**src/rtl/control_unit_fsm_if.sv**
```systemverilog
// rtl/control_unit_fsm_if.sv - instruction handshake and memory strobe bundle for control_unit_fsm
interface control_unit_fsm_if #(
  parameter int REG_ADDR_W = 3,
  parameter int OPCODE_W   = 4
) ();
  localparam int INSTR_W = OPCODE_W + 2 * REG_ADDR_W;

  logic [INSTR_W-1:0] instr;
  logic               instr_valid;
  logic               instr_ready;
  logic               mem_ready;
  logic               mem_read;
  logic               mem_write;

  modport master (
    output instr, instr_valid, mem_ready,
    input  instr_ready, mem_read, mem_write
  );

  modport slave (
    input  instr, instr_valid, mem_ready,
    output instr_ready, mem_read, mem_write
  );
endinterface

```
**src/rtl/control_unit_fsm.sv**
```systemverilog
// rtl/control_unit_fsm.sv - multi-cycle instruction decode/sequencing FSM driving datapath selects and strobes
module control_unit_fsm #(
  parameter int REG_ADDR_W = 3,
  parameter int DATA_W     = 8,
  parameter int OPCODE_W   = 4
) (
  input  logic                       clk,
  input  logic                       reset_global,
  control_unit_fsm_if.slave          bus,
  input  logic                       zero_flag,
  output logic [REG_ADDR_W-1:0]      reg_a_select,
  output logic [REG_ADDR_W-1:0]      reg_b_select,
  output logic [2**REG_ADDR_W-1:0]   write_enable,
  output logic [3:0]                 g_select,
  output logic [1:0]                 mb_select,
  output logic                       mf_select,
  output logic                       md_select,
  output logic                       load,
  output logic [DATA_W-1:0]          set_value,
  output logic [DATA_W-1:0]          constant_in,
  output logic                       reset_individual,
  output logic                       reset_all,
  output logic                       busy,
  output logic                       illegal_op
);
  localparam int NUM_REGS = 2 ** REG_ADDR_W;
  localparam int INSTR_W  = OPCODE_W + 2 * REG_ADDR_W;

  localparam logic [2:0] S_IDLE     = 3'd0;
  localparam logic [2:0] S_DECODE   = 3'd1;
  localparam logic [2:0] S_EXEC     = 3'd2;
  localparam logic [2:0] S_MEM_WAIT = 3'd3;
  localparam logic [2:0] S_WB       = 3'd4;

  localparam logic [OPCODE_W-1:0] OP_ADD   = OPCODE_W'(0);
  localparam logic [OPCODE_W-1:0] OP_SUB   = OPCODE_W'(1);
  localparam logic [OPCODE_W-1:0] OP_ADDI  = OPCODE_W'(2);
  localparam logic [OPCODE_W-1:0] OP_SUBI  = OPCODE_W'(3);
  localparam logic [OPCODE_W-1:0] OP_MUL2  = OPCODE_W'(4);
  localparam logic [OPCODE_W-1:0] OP_DIV2  = OPCODE_W'(5);
  localparam logic [OPCODE_W-1:0] OP_CLR   = OPCODE_W'(6);
  localparam logic [OPCODE_W-1:0] OP_RST   = OPCODE_W'(7);
  localparam logic [OPCODE_W-1:0] OP_MOV   = OPCODE_W'(8);
  localparam logic [OPCODE_W-1:0] OP_JMP   = OPCODE_W'(9);
  localparam logic [OPCODE_W-1:0] OP_OUT   = OPCODE_W'(10);
  localparam logic [OPCODE_W-1:0] OP_LOAD  = OPCODE_W'(11);
  localparam logic [OPCODE_W-1:0] OP_STORE = OPCODE_W'(12);
  localparam logic [OPCODE_W-1:0] OP_JZ    = OPCODE_W'(13);

  logic [2:0]            state;
  logic [INSTR_W-1:0]    ir;
  logic [OPCODE_W-1:0]   opcode;
  logic [REG_ADDR_W-1:0] field_a;
  logic [REG_ADDR_W-1:0] field_b;
  logic [NUM_REGS-1:0]   one_hot_a;
  logic                  is_write_op;
  logic                  is_mem_op;

  // Every decode below works off the captured word, never the live bus.
  assign opcode      = ir[INSTR_W-1 -: OPCODE_W];
  assign field_a     = ir[2*REG_ADDR_W-1 -: REG_ADDR_W];
  assign field_b     = ir[REG_ADDR_W-1:0];
  assign one_hot_a   = NUM_REGS'(1) << field_a;
  assign is_write_op = (opcode <= OP_DIV2) || (opcode == OP_MOV);
  assign is_mem_op   = (opcode == OP_LOAD) || (opcode == OP_STORE);

  always_ff @(posedge clk) begin
    if (!reset_global) begin
      state <= S_IDLE;
      ir    <= '0;
    end else begin
      case (state)
        S_IDLE: begin
          if (bus.instr_valid) begin
            ir    <= bus.instr;
            state <= S_DECODE;
          end
        end
        S_DECODE:   state <= S_EXEC;
        S_EXEC:     state <= is_mem_op ? S_MEM_WAIT : S_IDLE;
        S_MEM_WAIT: begin
          if (bus.mem_ready) state <= (opcode == OP_LOAD) ? S_WB : S_IDLE;
        end
        S_WB:       state <= S_IDLE;
        default:    state <= S_IDLE;
      endcase
    end
  end

  always_comb begin
    bus.instr_ready  = (state == S_IDLE);
    busy             = (state != S_IDLE);
    bus.mem_read     = 1'b0;
    bus.mem_write    = 1'b0;
    reg_a_select     = '0;
    reg_b_select     = '0;
    write_enable     = '0;
    g_select         = 4'd0;
    mb_select        = 2'b00;
    mf_select        = 1'b0;
    md_select        = 1'b0;
    load             = 1'b0;
    set_value        = '0;
    constant_in      = '0;
    reset_individual = 1'b0;
    reset_all        = 1'b0;
    illegal_op       = 1'b0;

    // Datapath selects are held for the whole instruction so EXEC/WB see settled buses.
    if (state != S_IDLE) begin
      reg_a_select = field_a;
      reg_b_select = field_b;
      constant_in  = DATA_W'(field_b);
      case (opcode)
        OP_ADD, OP_ADDI: g_select = 4'd0;
        OP_SUB, OP_SUBI: g_select = 4'd1;
        OP_MUL2:         g_select = 4'd5;
        OP_DIV2:         g_select = 4'd6;
        default:         g_select = 4'd0;
      endcase
      if ((opcode == OP_ADDI) || (opcode == OP_SUBI)) mb_select = 2'b01;
      if ((opcode == OP_JMP) || (opcode == OP_JZ)) set_value = DATA_W'({field_a, field_b});
    end

    case (state)
      S_EXEC: begin
        if (is_write_op) begin
          write_enable = one_hot_a;
          mf_select    = 1'b1;
          md_select    = 1'b1;
        end else if (opcode == OP_CLR) begin
          write_enable     = one_hot_a;
          reset_individual = 1'b1;
        end else if (opcode == OP_RST) begin
          reset_all = 1'b1;
        end else if (opcode == OP_JMP) begin
          load = 1'b1;
        end else if (opcode == OP_JZ) begin
          load = zero_flag;
        end else if (opcode == OP_OUT) begin
          mf_select = 1'b1;
          md_select = 1'b1;
        end else if (opcode > OP_JZ) begin
          illegal_op = 1'b1;
        end
      end
      S_MEM_WAIT: begin
        bus.mem_read  = (opcode == OP_LOAD);
        bus.mem_write = (opcode == OP_STORE);
      end
      S_WB: write_enable = one_hot_a;
      default: ;
    endcase
  end
endmodule

```
**src/flat_wrapper.sv**
```systemverilog
// flat-port wrapper written by rule: the top's interface ports become plain ports
module control_unit_fsm_flat 
#(
  parameter int REG_ADDR_W = 3,
  parameter int DATA_W     = 8,
  parameter int OPCODE_W   = 4
)
  (clk, reset_global, zero_flag, reg_a_select, reg_b_select, write_enable, g_select, mb_select, mf_select, md_select, load, set_value, constant_in, reset_individual, reset_all, busy, illegal_op, bus_instr, bus_instr_valid, bus_mem_ready, bus_instr_ready, bus_mem_read, bus_mem_write);
  control_unit_fsm_if #(.REG_ADDR_W(REG_ADDR_W), .OPCODE_W(OPCODE_W)) bus_i ();
  input  logic clk;
  input  logic reset_global;
  input  logic zero_flag;
  output logic [REG_ADDR_W-1:0] reg_a_select;
  output logic [REG_ADDR_W-1:0] reg_b_select;
  output logic [2**REG_ADDR_W-1:0] write_enable;
  output logic [3:0] g_select;
  output logic [1:0] mb_select;
  output logic mf_select;
  output logic md_select;
  output logic load;
  output logic [DATA_W-1:0] set_value;
  output logic [DATA_W-1:0] constant_in;
  output logic reset_individual;
  output logic reset_all;
  output logic busy;
  output logic illegal_op;
  input wire logic [$bits(bus_i.instr)-1:0] bus_instr;
  input wire logic [$bits(bus_i.instr_valid)-1:0] bus_instr_valid;
  input wire logic [$bits(bus_i.mem_ready)-1:0] bus_mem_ready;
  output wire logic [$bits(bus_i.instr_ready)-1:0] bus_instr_ready;
  output wire logic [$bits(bus_i.mem_read)-1:0] bus_mem_read;
  output wire logic [$bits(bus_i.mem_write)-1:0] bus_mem_write;
  assign bus_i.instr = bus_instr;
  assign bus_i.instr_valid = bus_instr_valid;
  assign bus_i.mem_ready = bus_mem_ready;
  assign bus_instr_ready = bus_i.instr_ready;
  assign bus_mem_read = bus_i.mem_read;
  assign bus_mem_write = bus_i.mem_write;
  control_unit_fsm #(.REG_ADDR_W(REG_ADDR_W), .DATA_W(DATA_W), .OPCODE_W(OPCODE_W)) u_core (.clk(clk), .reset_global(reset_global), .bus(bus_i), .zero_flag(zero_flag), .reg_a_select(reg_a_select), .reg_b_select(reg_b_select), .write_enable(write_enable), .g_select(g_select), .mb_select(mb_select), .mf_select(mf_select), .md_select(md_select), .load(load), .set_value(set_value), .constant_in(constant_in), .reset_individual(reset_individual), .reset_all(reset_all), .busy(busy), .illegal_op(illegal_op));
endmodule
```
**config.mk**
```make
export PLATFORM = sky130hd
export DESIGN_NAME = control_unit_fsm_flat
export DESIGN_NICKNAME = d
export VERILOG_FILES = /design/src/rtl/control_unit_fsm_if.sv /design/src/rtl/control_unit_fsm.sv /design/src/flat_wrapper.sv
export SDC_FILE = /design/constraint.sdc
export NUM_CORES = 1
export LEC_CHECK = 0
export CORE_MARGIN = 2
export CORE_UTILIZATION = 34
export CTS_CLUSTER_SIZE = 12
export DETAILED_ROUTE_END_ITERATION = 7
export PLACE_DENSITY = 0.8
export SLEW_MARGIN = 20
export SYNTH_ARGS = -nofsm -noshare
export SYNTH_HDL_FRONTEND = slang
export SYNTH_SLANG_ARGS = --single-unit
```
**constraint.sdc**
```tcl
create_clock -name clk -period 1.7 [get_ports clk]
set_clock_uncertainty 0.1 [all_clocks]
set_input_delay 0.34 -clock clk [delete_from_list [all_inputs] [get_ports clk]]
set_output_delay 0.34 -clock clk [all_outputs]
set_load 0.03 [all_outputs]
```
# ---- Word level (Yosys, flattened, before mapping)
# Cells that the tools add are included.
dict set report totals {
  reg_bits 13
  output_inout_bits 46
  in_bits 15
  elab_cells 80
}
dict set report op_classes {
  mux 47
  eq_ne 19
  shift 1
  order_cmp 2
  reduce_logical 9
}
# operator n
set ops {}
lappend ops {{1-bit 2-to-1 mux} 31}
lappend ops {{4-bit equality test (second input constant)} 6}
lappend ops {{8-bit 2-to-1 mux} 3}
lappend ops {{3-bit 2-to-1 mux} 6}
lappend ops {{4-bit by 3-bit equality test with 1-bit output (second input constant)} 4}
lappend ops {{8-bit one-hot mux with 2 select lines} 1}
lappend ops {{3-bit one-hot mux with 4 select lines} 1}
lappend ops {{3-bit one-hot mux with 3 select lines} 1}
lappend ops {{4-bit by 2-bit equality test with 1-bit output (second input constant)} 2}
lappend ops {{1-bit by 3-bit left shift with 8-bit output (first input constant)} 1}
lappend ops {{3-bit by 2-bit equality test with 1-bit output (second input constant)} 2}
lappend ops {{6-bit 2-to-1 mux} 1}
lappend ops {{4-bit by 1-bit equality test with 1-bit output (second input constant)} 1}
lappend ops {{4-bit greater-than comparator (second input constant)} 1}
lappend ops {{4-bit by 3-bit less-or-equal comparator with 1-bit output (second input constant)} 1}
lappend ops {{1-bit logical OR} 4}
lappend ops {{2-bit 2-to-1 mux} 2}
lappend ops {{4-bit 2-to-1 mux} 1}
lappend ops {{2-bit inequality test (second input constant)} 2}
lappend ops {{2-bit AND reduction} 2}
lappend ops {{3-bit by 1-bit equality test with 1-bit output (second input constant)} 1}
lappend ops {{3-bit equality test (second input constant)} 1}
lappend ops {{3-bit logical NOT} 1}
lappend ops {{3-bit nonzero test} 1}
lappend ops {{2-bit OR reduction} 1}

# ---- Depth between registers and ports, before layout
# Gate-level depths: netlist (run 1).
dict set report logic_depth {
  depth_word 9
  mapped_depth 7
}

# ---- Worst setup path after synthesis (run 1)
# No wires, ideal clock.
dict set report synth_timing {
  path_type {register to output}
  from {register u_core.ir[7]}
  to {output port write_enable[0]}
  slack_ns -0.867
  n_path_buf 1
  path_stages_with_launch 5
  arrival_ns 2.127
  required_ns 1.260
  cell_sequence {dfxtp_1 > buf_2 > o21ai_0 > o211ai_4 > a2111oi_1}
}
dict set report synth_between {
  elab_chain_cells 4
}
# item line
set synth_rtl {}
lappend synth_rtl {{start, declared} control_unit_fsm.sv:51} ;# logic [INSTR_W-1:0] ir;
lappend synth_rtl {{start signal, assigned} control_unit_fsm.sv:75} ;# ir <= bus.instr;
lappend synth_rtl {{4-bit by 3-bit less-or-equal comparator with 1-bit output (tied with other cells)} control_unit_fsm.sv:64} ;# assign is_write_op = (opcode <= OP_DIV2) || (opcode == OP_MOV);
lappend synth_rtl {{1-bit logical OR / 8-bit 2-to-1 mux (equally long branches)} {control_unit_fsm.sv:64, control_unit_fsm.sv:131}}
lappend synth_rtl {{8-bit 2-to-1 mux *} control_unit_fsm.sv:127} ;# if (is_write_op) begin
lappend synth_rtl {{8-bit one-hot mux with 2 select lines *} control_unit_fsm.sv:125} ;# case (state)
lappend synth_rtl {{end, declared} flat_wrapper.sv:15} ;# output logic [2**REG_ADDR_W-1:0] write_enable;
# Mark *: on every way between the ends. The rest lies on a longest branch, timed or not.

# ---- Final worst setup path (run 1)
dict set report layout_timing {
  from {register u_core.ir[8]}
  to {output port write_enable[3]}
}
# The elaborated chain is that of the path after synthesis.

==> flow_metrics.env, run 1 <==
export IMPL_synth_edf_count=0
export IMPL_regArea_um2=272
export IMPL_syn_area_per_cell_um2=7.67
export IMPL_whs_endpoint="u_core.ir[1]$_SDFFE_PN0P_"
export IMPL_placementRows=20
export IMPL_setup_viol=37
export IMPL_rrSetupSlack_ns=0.02
export IMPL_grt_remaining_overflow=0
export IMPL_die_y_um=59.8
export IMPL_rsz0062_at_grt="yes"
export IMPL_drive_gt1_share_pct=56.8
export IMPL_timing_fmax_ghz=0.446
export IMPL_r2r_cells=6
export IMPL_routed_wl_mm=4.12
export IMPL_cap_violations=0
export IMPL_areaGrowthSynthToFinish_pct=109
export IMPL_p_per_area_nw_per_um2=527
export IMPL_placed_cell_area_um2=1890
export IMPL_postLayoutCoreUtil_pct=73.6
export IMPL_critPathKind="reg2out"
export IMPL_postRouteAntennaNets=0
export IMPL_stdcell_area_um2=2210
export IMPL_p_leak_nw=0.909
export IMPL_ys_warn_count=0
export IMPL_start_util_pct=35.2
export IMPL_vias=1313
export IMPL_critical_path_arrival_ns=1.80
export IMPL_hold_path_class="reg2reg"
export IMPL_violations="setup timing"
export IMPL_layout_nets=238
export IMPL_port_buffers=51
export IMPL_min_path_cells=2
export IMPL_rr_startpoint="u_core.state[0]$_SDFFE_PN0P_"
export IMPL_die_area_um2=3580
export IMPL_grt_pass1_wl_mm=6.09
export IMPL_num_antenna_cells=0
export IMPL_nFillCells=208
export IMPL_tns_ns=-12.64
export IMPL_clock_latency_ns=0.27
export IMPL_dp_hpwl_mm=2.78
export IMPL_die_x_um=59.8
export IMPL_ys_seq_area_share_pct=24.6
export IMPL_postCtsHoldBufs=0
export IMPL_p_switching_uw=456
export IMPL_cts_sinks=13
export IMPL_multiInputGateArea_um2=917
export IMPL_drc_errors=0
export IMPL_finalCritPeriodShare_pct=132
export IMPL_synth_cell_types=39
export IMPL_viasPerCell=5.15
export IMPL_r2r_end="u_core.ir[6]$_SDFFE_PN0P_"
export IMPL_period_minus_slack_ns=2.24
export IMPL_required_ns=1.26
export IMPL_cts_buffer_depth=2
export IMPL_place_inst=235
export IMPL_layout_setup_ws_ns=-0.544
export IMPL_status="finished with violations"
export IMPL_antenna_found_initial=0
export IMPL_path_max_fanout=5
export IMPL_ys_ff_latch=13
export IMPL_h_tree_depth=1
export IMPL_wl_per_cell_um=16.1
export IMPL_synthesis_instances=138
export IMPL_cts_root_buf="clkbuf_4"
export IMPL_combPwrFrac_pct=53.8
export IMPL_clkPwrFrac_pct=16.5
export IMPL_drt_initial_drc_count=51
export IMPL_hold_viol=0
export IMPL_post_place_ws_ns=-0.313
export IMPL_drv_slew=0
export IMPL_grt_max_degree=11
export IMPL_async_reset_ff_share_pct=0
export IMPL_ys_flop_type="dfxtp_1"
export IMPL_synth_area_um2=1060
export IMPL_hold_path_startpoint="u_core.ir[1]$_SDFFE_PN0P_"
export IMPL_startpoint_type="register"
export IMPL_p_int_uw=710
export IMPL_ir_drop_mv=0.327
export IMPL_core_um2=3000
export IMPL_crit_path_end_kind="output pin"
export IMPL_ios=61
export IMPL_pwr_share_seq_pct=29.7
export IMPL_swShare_pct=39.1
export IMPL_numCtsBuffers=3
export IMPL_drtPass1Iterations=4
export IMPL_grt_pass1_vias=1292
export IMPL_routabilityCongestion=0.855
export IMPL_clk_pin_slew_ns=0.09
export IMPL_fin_cells=255
export IMPL_track_usage_pct=22.6
export IMPL_tritoncts="built"
-- flip-flops by register name, indices dropped and copies added, names as in the netlist --
name          flops
u_core.ir        10
u_core.state      3
-- Yosys cell counts, types with 4 or more instances --
cell type,instances,area [µm²]
nand2_1,23,86.3
buf_4,13,97.6
dfxtp_1,13,260
a21boi_1,10,75.1
nor2_1,9,33.8
and2_1,7,43.8
a2111oi_1,6,60.1
inv_1,6,22.5
a21oi_1,5,25.0
buf_2,4,20.0
clkbuf_1,4,15.0
nor3_1,4,20.0
-- power by group through the flow --
stage	Sequential, mW	Clock [mW]	Combinational (mW)
2_1_floorplan	0.357	0	0.359
3_3_place_gp	0.348	0	0.491
3_5_place_dp	0.349	0	0.505
4_1_cts	0.345	0.193	0.567
5_1_grt	0.348	0.206	0.661
6_report	0.346	0.192	0.628
-- routing by layer --
metal  wire, µm  vias up  GRT usage [%]
li1           -      624              -
met1       1560      639           25.1
met2       2350       40           40.5
met3         91       10           3.25
met4        110        0           13.0
met5          0        -              0
-- how the worst max path moves through the flow --
stage / slack [ns] / end / cells after the start / start
CTS: -0.53 / write_enable[3] / 6 / u_core.state[0]$_SDFFE_PN0P_
floorplan: -0.27 / write_enable[0] / 4 / u_core.state[1]$_SDFFE_PN0P_
global placement: -0.28 / reg_a_select[0] / 4 / u_core.state[1]$_SDFFE_PN0P_
global route: -0.61 / write_enable[3] / 5 / u_core.ir[8]$_SDFFE_PN0P_
detailed placement: -0.31 / constant_in[0] / 3 / u_core.state[1]$_SDFFE_PN0P_
finish: -0.54 / write_enable[3] / 5 / u_core.ir[8]$_SDFFE_PN0P_
-- final cells by class --
cell class / count / area share [%]
multi-input combinational: 103 / 41.5
timing repair buffer: 95 / 41.8
sequential: 13 / 12.3
tap: 33 / 1.87
clock buffer: 4 / 1.19
inverter: 7 / 1.41
-- what timing repair did --
action                                  in CTS  in global routing
buffers inserted                             9                  8
endpoints found under the setup margin      37                 38
pin swaps                                   11                  8
gates resized for setup                     57                 60
hold endpoints to repair                     0                  0
-- kinds of logic (layout without fill, tap and decap cells) --
kind of cell | count (synthesis) | after routing | share of synthesized area [%]
AO/OA/AOI/OAI | 32 | 32 | 23.8
AND/OR/NAND/NOR | 62 | 62 | 34.2
buffers and inverters | 30 | 106 | 17.1
other | 1 | 9 | 0.354
flip-flops | 13 | 13 | 24.6
-- cells in the final DEF, fill, tap and decap left out, types with 2 or more instances in the layout --
cell             instances
buf_6                   40
buf_4                   35
nand2_1                 22
clkdlybuf4s50_1         14
a21boi_1                10
conb_1                   9
dfxtp_1                  8
and2_4                   7
inv_1                    6
a2111oi_4                6
nor2_1                   5
a21oi_1                  5
nor3_4                   4
nor2_4                   4
clkbuf_4                 3
buf_2                    3
dfxtp_2                  3
a211oi_2                 2
nor4_4                   2
and3_4                   2
nor4b_4                  2
o211ai_1                 2
a21boi_0                 2
buf_12                   2
dfxtp_4                  2
-- worst max-delay path, stage by stage, from the launching register on --
cell	delay (ns)
dfxtp_1	0.36
a21oi_1	0.33
o211ai_4	0.17
buf_12	0.18
a2111oi_4	0.28
buf_4	0.21
-- per-stage QoR --
stage / total power [mW] / hold slack, ns
after global routing: 1.21 / 0.404
after CTS: 1.10 / 0.391
after global placement: 0.839 / 0.366
after floorplan: 0.716 / 0.349
after detailed placement: 0.854 / 0.380
final: 1.17 / 0.395
No activity file was read; power rests on OpenSTA's default activity.
==> inputs of run 2 (changes only) <==
Settings changed: CTS_CLUSTER_DIAMETER set to 60.
Clock period 1.7 ns to 1.9 ns, I/O delays scaled along.
==> run 2 against run 1 <==
Design area shrank 5.9%. The run still ends with setup timing left. Total power shrank 16%. Largest cell class is now multi-input combinational cells. Combinational power decreased by 20%.
==> flow_metrics.env, run 2 (synthesis gave the netlist of run 1 again) <==
export IMPL_worst_slew_pin_slew_ns=0.532
export IMPL_slowest_delay_ns=0.37
export IMPL_cts_sinks=13
export IMPL_cap_violations=0
export IMPL_multiInputGateArea_um2=885
export IMPL_die_y_um=59.8
export IMPL_reg_top3="u_core.ir: 10 flops, u_core.state: 3 flops"
export IMPL_stdcell_area_um2=2080
export IMPL_rsz0062_at_grt="yes"
export IMPL_grt_pass1_wl_mm=5.44
export IMPL_status="finished with violations"
export IMPL_p_leak_nw=0.855
export IMPL_h_tree_depth=1
export IMPL_startpoint_type="register"
export IMPL_critPathKind="reg2out"
export IMPL_tritoncts="built"
export IMPL_drc_errors=0
export IMPL_wl_per_cell_um=15.2
export IMPL_viasPerCell=5.15
export IMPL_path_depth=4
export IMPL_finalCritPeriodShare_pct=118
export IMPL_dp_hpwl_mm=2.75
export IMPL_worst_path_max_delay_cell="a2111oi_4"
export IMPL_nFillCells=203
export IMPL_numCtsBuffers=3
export IMPL_vias=1288
export IMPL_ios=61
export IMPL_routabilityCongestion=0.779
export IMPL_grt_remaining_overflow=0
export IMPL_crit_family="compound AO/OA/AOI/OAI gates"
export IMPL_critical_path_arrival_ns=1.75
export IMPL_post_place_ws_ns=-0.185
export IMPL_violations="setup timing"
export IMPL_layout_nets=233
export IMPL_rrSetupSlack_ns=0.34
export IMPL_antenna_found_initial=0
export IMPL_cts_root_buf="clkbuf_4"
export IMPL_timing_fmax_ghz=0.448
export IMPL_placementRows=20
export IMPL_start_util_pct=35.2
export IMPL_num_antenna_cells=0
export IMPL_grt_pass1_vias=1165
export IMPL_drtPass1Iterations=4
export IMPL_clk_pin_slew_ns=0.08
export IMPL_r2r_end="u_core.state[1]$_SDFFE_PN0P_"
export IMPL_clock_latency_ns=0.26
export IMPL_min_path_cells=2
export IMPL_p_per_area_nw_per_um2=470
export IMPL_rr_startpoint="u_core.state[1]$_SDFFE_PN0P_"
export IMPL_setup_viol=35
export IMPL_drive_gt1_share_pct=53.5
export IMPL_layout_setup_ws_ns=-0.333
export IMPL_startpoint="u_core.state[1]$_SDFFE_PN0P_"
export IMPL_power_total_uw=978
export IMPL_path_buf_inv=1
export IMPL_areaGrowthSynthToFinish_pct=96.6
export IMPL_mostFrequentLayoutCell="buf_4"
export IMPL_relSlewSlack_pct=64.4
export IMPL_crit_path_end_kind="output pin"
export IMPL_largest_register="u_core.ir"
export IMPL_hold_path_class="reg2reg"
export IMPL_die_x_um=59.8
export IMPL_cp_cell_sequence="nor3b_4 -> o211ai_4 -> a2111oi_4 -> buf_4"
export IMPL_routed_wl_mm=3.81
export IMPL_drv_slew=0
export IMPL_layout_common_cells="43 x buf_4, 27 x buf_6, 23 x nand2_1"
export IMPL_ir_drop_mv=0.277
export IMPL_hold_viol=0
export IMPL_required_ns=1.42
export IMPL_core_um2=3000
export IMPL_r2r_cells=7
export IMPL_drt_initial_drc_count=52
export IMPL_grt_max_degree=13
export IMPL_path_max_fanout=7
export IMPL_endpoint="write_enable[4]"
export IMPL_placed_cell_area_um2=1850
export IMPL_postRouteAntennaNets=0
export IMPL_track_usage_pct=19.9
export IMPL_postCtsHoldBufs=0
export IMPL_period_minus_slack_ns=2.23
export IMPL_largest_reg_flops=10
export IMPL_cts_buffer_depth=2
export IMPL_die_area_um2=3580
export IMPL_port_buffers=51
export IMPL_regArea_um2=268
## run 2: cell types whose count changed in the layout (fill, tap and decap cells not counted), sizes merged
cell	delta
buf	-5
clkinv	-1
inv	+1
## run 2: worst min-delay path by stage
stage	startpoint	endpoint	slack, ns
after floorplan	u_core.ir[0]$_SDFFE_PN0P_	u_core.ir[0]$_SDFFE_PN0P_	0.34
after global placement	u_core.ir[0]$_SDFFE_PN0P_	u_core.ir[0]$_SDFFE_PN0P_	0.36
after detailed placement	u_core.ir[2]$_SDFFE_PN0P_	u_core.ir[2]$_SDFFE_PN0P_	0.37
after CTS	u_core.ir[2]$_SDFFE_PN0P_	u_core.ir[2]$_SDFFE_PN0P_	0.38
after global routing	u_core.ir[2]$_SDFFE_PN0P_	u_core.ir[2]$_SDFFE_PN0P_	0.41
final	u_core.ir[2]$_SDFFE_PN0P_	u_core.ir[2]$_SDFFE_PN0P_	0.38
## run 2: report_power, final
group,total (mW),internal (mW),switching (mW)
combinational,0.502,0.227,0.275
sequential,0.312,0.293,0.0189
clock,0.164,0.0810,0.0832
## run 2: final cells by class
type,count,area share [%]
repair buffers,90,40.0
multi-input cells,103,42.5
well taps,33,1.98
clock buffers,4,1.26
flip-flops and latches,13,12.9
inverters,7,1.38
## run 2: repair_timing
item / 4_1_cts / 5_1_grt
setup buffers: 5 / 5
setup endpoints to repair: 32 / 34
pin swaps: 7 / 5
resized for setup: 70 / 38
## run 2: metal layers
metal	wire, µm	track usage, %	up-vias
met1	1580	24.0	620
li1	-	-	615
met2	2010	35.2	47
met5	0	0	-
met4	45	6.98	0
met3	175	3.03	6
## run 2: stage by stage
step	setup TNS, ns	hold WS, ns	instances	utilization [%]
after detailed placement	-2.58	0.370	237	61.5
after floorplan	-1.34	0.344	146	-
after global routing	-9.19	0.414	250	69.3
after global placement	-1.61	0.363	237	61.5
after CTS	-4.12	0.382	245	64.4
final	-7.31	0.383	250	69.3
## run 2: worst reg2reg max path, cell delays in order (launching register included)
cell,delay (ns)
dfxtp_2,0.36
nor3b_4,0.29
buf_4,0.17
buf_6,0.09
buf_6,0.10
buf_4,0.10
o211ai_1,0.09
a21oi_1,0.18
